$ cat config.mk
export PLATFORM = sky130hd
export DESIGN_NAME = mul_stage_reg_flat
export DESIGN_NICKNAME = d
export VERILOG_FILES = /design/src/rtl/mul_pkg.sv /design/src/rtl/mul_stage_reg_if.sv /design/src/rtl/mul_entry_reg.sv /design/src/rtl/mul_stage_reg.sv /design/src/flat_wrapper.sv
export SDC_FILE = /design/constraint.sdc
export NUM_CORES = 2
export LEC_CHECK = 0
export CORE_AREA = 4 4 312 314
export DETAILED_ROUTE_END_ITERATION = 16
export DIE_AREA = 0 0 316 318
export DONT_BUFFER_PORTS = 1
export PLACE_DENSITY = 0.51
export SLEW_MARGIN = 20
export SYNTH_ARGS = -nofsm -noshare
export SYNTH_HDL_FRONTEND = slang
export SYNTH_SLANG_ARGS = --single-unit
export TNS_END_PERCENT = 50
$ cat constraint.sdc
create_clock -name clk -period 2.5 [get_ports clk]
set_input_delay 0.75 -clock clk [delete_from_list [all_inputs] [get_ports clk]]
set_output_delay 0.75 -clock clk [all_outputs]
set_load 0.02 [all_outputs]
$ cat src/rtl/mul_pkg.sv
// mul_pkg: shared multiplier widths and the pipeline-stage valid state
package mul_pkg;

    localparam int DEF_NUM_PP = 13;
    localparam int DEF_PP_W   = 26;
    localparam int DEF_OP_W   = 32;
    localparam int PP_BUS_W   = DEF_NUM_PP * DEF_PP_W;

    // Encoding doubles as the occupancy count; bit 1 alone marks FULL.
    typedef enum logic [1:0] {
        EMPTY = 2'd0,
        ONE   = 2'd1,
        FULL  = 2'd2
    } state_t;

endpackage

$ cat src/rtl/mul_stage_reg_if.sv
// mul_stage_reg_if: upstream/downstream handshake and data bundle for the stage
interface mul_stage_reg_if
    import mul_pkg::*;
#(
    parameter int NUM_PP = DEF_NUM_PP,
    parameter int PP_W   = DEF_PP_W,
    parameter int OP_W   = DEF_OP_W
);

    logic                   flush;
    logic                   in_valid;
    logic                   in_ready;
    logic [NUM_PP*PP_W-1:0] in_pp;
    logic [OP_W-1:0]        in_a;
    logic [OP_W-1:0]        in_b;
    logic                   out_valid;
    logic                   out_ready;
    logic [NUM_PP*PP_W-1:0] out_pp;
    logic [OP_W-1:0]        out_a;
    logic [OP_W-1:0]        out_b;
    logic [1:0]             occupancy;

    modport master (
        output flush, in_valid, in_pp, in_a, in_b, out_ready,
        input  in_ready, out_valid, out_pp, out_a, out_b, occupancy
    );

    modport slave (
        input  flush, in_valid, in_pp, in_a, in_b, out_ready,
        output in_ready, out_valid, out_pp, out_a, out_b, occupancy
    );

endinterface

$ cat src/rtl/mul_entry_reg.sv
// mul_entry_reg: one load-enabled entry register with synchronous clear
module mul_entry_reg #(
    parameter int W = 8
) (
    input  logic         clk,
    input  logic         rst,
    input  logic         ld_i,
    input  logic [W-1:0] d_i,
    output logic [W-1:0] q_o
);

    logic [W-1:0] data_q;

    // Hold unless loaded so idle cycles cause no toggling.
    always_ff @(posedge clk) begin
        if (rst) data_q <= '0;
        else if (ld_i) data_q <= d_i;
    end

    assign q_o = data_q;

endmodule

$ cat src/rtl/mul_stage_reg.sv
// mul_stage_reg: two-entry skid-buffered register slice for partial products
module mul_stage_reg
    import mul_pkg::*;
#(
    parameter int NUM_PP = DEF_NUM_PP,
    parameter int PP_W   = DEF_PP_W,
    parameter int OP_W   = DEF_OP_W
) (
    input logic            clk,
    input logic            rst,
    mul_stage_reg_if.slave bus
);

    localparam int EW = NUM_PP * PP_W + 2 * OP_W;

    state_t          state_q, state_d;
    logic            in_xfer, main_ld_d, skid_ld_d;
    logic [EW-1:0]   in_e, main_d, main_q, skid_q;

    assign in_e = {bus.in_pp, bus.in_a, bus.in_b};

    // Decide where an accepted entry lands and how the valid state moves.
    always_comb begin
        state_d   = state_q;
        main_ld_d = 1'b0;
        skid_ld_d = 1'b0;
        main_d    = in_e;
        in_xfer   = bus.in_valid & ~state_q[1];
        case (state_q)
            EMPTY: begin
                main_ld_d = in_xfer;
                state_d   = in_xfer ? ONE : EMPTY;
            end
            ONE: begin
                main_ld_d = in_xfer & bus.out_ready;
                skid_ld_d = in_xfer & ~bus.out_ready;
                state_d   = (in_xfer & ~bus.out_ready) ? FULL :
                            (~in_xfer & bus.out_ready) ? EMPTY : ONE;
            end
            FULL: begin
                main_ld_d = bus.out_ready;
                main_d    = skid_q;
                state_d   = bus.out_ready ? ONE : FULL;
            end
            default: state_d = EMPTY;
        endcase
        if (bus.flush) begin
            state_d   = EMPTY;
            main_ld_d = 1'b0;
            skid_ld_d = 1'b0;
        end
    end

    // Valid state register; reset outranks flush, which is folded into state_d.
    always_ff @(posedge clk) begin
        if (rst) state_q <= EMPTY;
        else state_q <= state_d;
    end

    mul_entry_reg #(.W(EW)) u_main (
        .clk  (clk),
        .rst  (rst),
        .ld_i (main_ld_d),
        .d_i  (main_d),
        .q_o  (main_q)
    );

    mul_entry_reg #(.W(EW)) u_skid (
        .clk  (clk),
        .rst  (rst),
        .ld_i (skid_ld_d),
        .d_i  (in_e),
        .q_o  (skid_q)
    );

    assign bus.in_ready  = ~state_q[1];
    assign bus.out_valid = |state_q;
    assign bus.occupancy = state_q;
    assign {bus.out_pp, bus.out_a, bus.out_b} = main_q;

endmodule

$ cat src/flat_wrapper.sv
// flat-port wrapper written by rule: the top's interface ports become plain ports
module mul_stage_reg_flat import mul_pkg::*;
#(
    parameter int NUM_PP = DEF_NUM_PP,
    parameter int PP_W   = DEF_PP_W,
    parameter int OP_W   = DEF_OP_W
)
  (clk, rst, bus_flush, bus_in_valid, bus_in_pp, bus_in_a, bus_in_b, bus_out_ready, bus_in_ready, bus_out_valid, bus_out_pp, bus_out_a, bus_out_b, bus_occupancy);
  mul_stage_reg_if #(.NUM_PP(NUM_PP), .PP_W(PP_W), .OP_W(OP_W)) bus_i ();
  input logic clk;
  input logic rst;
  input wire logic [$bits(bus_i.flush)-1:0] bus_flush;
  input wire logic [$bits(bus_i.in_valid)-1:0] bus_in_valid;
  input wire logic [$bits(bus_i.in_pp)-1:0] bus_in_pp;
  input wire logic [$bits(bus_i.in_a)-1:0] bus_in_a;
  input wire logic [$bits(bus_i.in_b)-1:0] bus_in_b;
  input wire logic [$bits(bus_i.out_ready)-1:0] bus_out_ready;
  output wire logic [$bits(bus_i.in_ready)-1:0] bus_in_ready;
  output wire logic [$bits(bus_i.out_valid)-1:0] bus_out_valid;
  output wire logic [$bits(bus_i.out_pp)-1:0] bus_out_pp;
  output wire logic [$bits(bus_i.out_a)-1:0] bus_out_a;
  output wire logic [$bits(bus_i.out_b)-1:0] bus_out_b;
  output wire logic [$bits(bus_i.occupancy)-1:0] bus_occupancy;
  assign bus_i.flush = bus_flush;
  assign bus_i.in_valid = bus_in_valid;
  assign bus_i.in_pp = bus_in_pp;
  assign bus_i.in_a = bus_in_a;
  assign bus_i.in_b = bus_in_b;
  assign bus_i.out_ready = bus_out_ready;
  assign bus_in_ready = bus_i.in_ready;
  assign bus_out_valid = bus_i.out_valid;
  assign bus_out_pp = bus_i.out_pp;
  assign bus_out_a = bus_i.out_a;
  assign bus_out_b = bus_i.out_b;
  assign bus_occupancy = bus_i.occupancy;
  mul_stage_reg #(.NUM_PP(NUM_PP), .PP_W(PP_W), .OP_W(OP_W)) u_core (.clk(clk), .rst(rst), .bus(bus_i));
endmodule
==> results by group <==
Clock network
  – PostCTS Resize Cnt: 0
  – H-tree depth: 3
  – CTS Buffer Depth: 3
  – Skew-Pair Late Insertion Delay: 0.65 ns
  – Post-CTS Setup Repair Bufs: 0
  – Root Buffer: clkbuf_16
  – Sink Count: 806
  – Clk slew on worst S/H paths: 0.06 ns
  – Inserted Clock Buffers: 92
  – CTS tree: done
  – CTS Hold Bufs: 0

Die
  – Die Ht: 318 µm
  – FP Rows: 113
  – Core Box Area: 94,600 µm²
  – Die X-Extent: 316 µm
  – Die ar.: 100,000 µm²
  – Initial core utilization: 0.373
  – I/O pins: 813

Timing
  – Worst-margin pin slew: 4.88 ns
  – Period minus WS final: 3.71 ns
  – Max frequency: 269 MHz
  – Hold Slack: 0.177 ns
  – Final setup violation count: 382
  – Final Cycle Share: 1.49
  – RSZ-0062 raised after global routing: no
  – Final Worst Setup Slack: -1.21 ns
  – Setup Skew: 0.0170 ns
  – Slew headroom: -2.26
  – Max Slew Vio Count: 566
  – Hold Vio Cnt, Final: 0
  – TNS Setup: -290.36 ns

Final layout
  – Layout cell share with drive strength beyond 1: 0.193
  – Fillcell total: 9,094
  – Area growth, synth to finish: 13.2%
  – Final net count: 3,903
  – Leading cell types in the layout, fill and taps excluded: 806 x dfxtp_1, 805 x nand2_1, 425 x a211oi_1, 402 x a21oi_1, 402 x mux2i_1
  – Commonest non-fill, non-tap cell in the layout: dfxtp_1
  – Diode count: 0

Logic synthesis
  – Area contributors post-synth: dfxtp_1 46%, a211oi_2 13%, mux2i_1 11%, a211oi_1 9.0%, nand2_1 8.6%
  – Post-synthesis register bit count: 806
  – Post-synth cell types: 25
  – Cells after Synth: 3,641
  – Syn_area_per_cell: 9.69 µm²
  – Yosys Warn Count: 0
  – Synth area leader: dfxtp_1
  – Synthesized Nets: 4,050
  – Syn Std Cell Area: 35,300 µm²
  – Post-synthesis sequential area ratio: 0.457
  – Yosys top cell area share: 0.457

Placement
  – Port Buffer Count: 0
  – Final HPWL DP: 77.1 mm
  – RD Place Congestion: 0.805

Routing
  – DRT Pass-1 Iters: 5
  – Detailed router's first-iteration violation count: 2,060
  – DRT Wirelength: 115 mm
  – Drt via density: 5.53
  – Routed Antenna Nets: 0
  – Via Count: 26,700
  – DR DRC count: 0
  – Mean routed wirelength per cell: 23.9 µm

Global route
  – Total GRT Usage: 0.219
  – First-pass GRT wire length: 172 mm
  – Initial antenna violation count: 1
  – Vias in the first global route: 26,000
  – Largest net degree at the start of global routing: 807
  – Congestion Overflow GR: 0

Power and ir drop
  – Pwr Density: 755 nW/µm²
  – P_leak: 15.4 nW
  – Final Power: 30.1 mW
  – Maximum vdd drop: 0.000659 V

Critical path
  – Reg-to-Reg Start: u_core.bus.occupancy[1]
  – Critical path's top delay family: compound AO/OA/AOI/OAI gates
  – CP startpoint: rst
  – CP Buf/Inv Count: 0
  – Critical path class: input pin to register
  – Worst endpoint data arrival time: 4.19 ns
  – CP Launch Type: input pin
  – Crit end category: register
  – Critical path data required time: 2.98 ns
  – Critical Path Fanout Max: 806
  – Slowest library cell on the worst path: a211oi_2
  – Cells along the critical path: a211oi_2
  – Crit path depth: 1
  – CP max stage delay: 1.24 ns
  – R2R depth: 5

Status
  – Failing checks: max-slew violations, negative setup slack
  – Outcome: complete, but fails checks

Worst hold path
  – Hold depth: 1
  – Hold/Removal Path Class: input pin to register
  – Hold Startpoint: bus_flush

Run
  – MaxCap Viol Count: 0
==> layer usage <==
metal | vias to the layer above | routed length (µm) | GRT usage
met5 | - | 13 | 0
met4 | 2 | 4410 | 0.0868
met3 | 176 | 12300 | 0.0933
met2 | 818 | 54200 | 0.353
met1 | 12800 | 44600 | 0.256
li1 | 12900 | - | -
==> synthesized netlist by cell type (all sizes together) <==
library cell    n
nor2            1
or2             1
ha              2
and4bb          1
nor3            1
a21oi         402
nand2b          2
nor4bb          1
mux2i         402
dfxtp         806
and2b           1
buf           166
a2bb2oi         1
a21o            1
inv             2
a211oi        805
nand2         805
mux2            1
nand4bb         1
nor2b           1
clkbuf        238
==> cell families after synthesis <==
group | count (synthesis) | synth area share
AOI/OAI and AO/OA | 1209 | 0.283
muxes | 403 | 0.114
DFF | 806 | 0.457
and+or+nand+nor | 815 | 0.0878
adders and majority gates | 2 | 0.000709
buffers and inverters | 406 | 0.0568
==> worst paths after layout <==
kind	end	slack [ns]
setup / recovery	u_core.u_main.q_o[157]	-1.21
hold reg to reg	u_core.u_skid.q_o[134]	0.45
hold / removal	u_core.bus.occupancy[0]	0.18
setup reg to reg	u_core.u_main.q_o[269]	0.26
==> metrics by stage <==
step | utilization | setup slack, ns | area, µm² | std cells
floorplan | - | 0.312 | 35300 | 3641
CTS | 0.422 | 0.157 | 39900 | 4830
global placement | 0.391 | 0.199 | 37000 | 4665
global route | 0.422 | 0.163 | 39900 | 4830
finish | 0.422 | -1.21 | 39900 | 4830
detailed placement | 0.391 | 0.162 | 37000 | 4665
==> power breakdown <==
group	leakage, nW	internal [mW]	switching [mW]
clock network	1.44	7.72	5.52
logic	7.39	1.04	1.27
registers	6.57	13.4	1.16
==> sequential cells by signal, summed over array words and instances (netlist names) <==
name	cells
u_core.u_skid.q_o	402
u_core.bus.occupancy	2
u_core.u_main.q_o	402
==> layout make-up <==
cell class | count | area (µm²) | area share
clock buffer | 135 | 2640 | 0.0660
multi-input combinational | 2429 | 17200 | 0.431
inverter | 2 | 7.51 | 0.000188
tap | 1265 | 1580 | 0.0396
timing repair buffer | 163 | 2060 | 0.0517
sequential | 806 | 16100 | 0.404
clock inverter | 30 | 293 | 0.00733
Note: power is estimated with default switching activity, not from simulation.
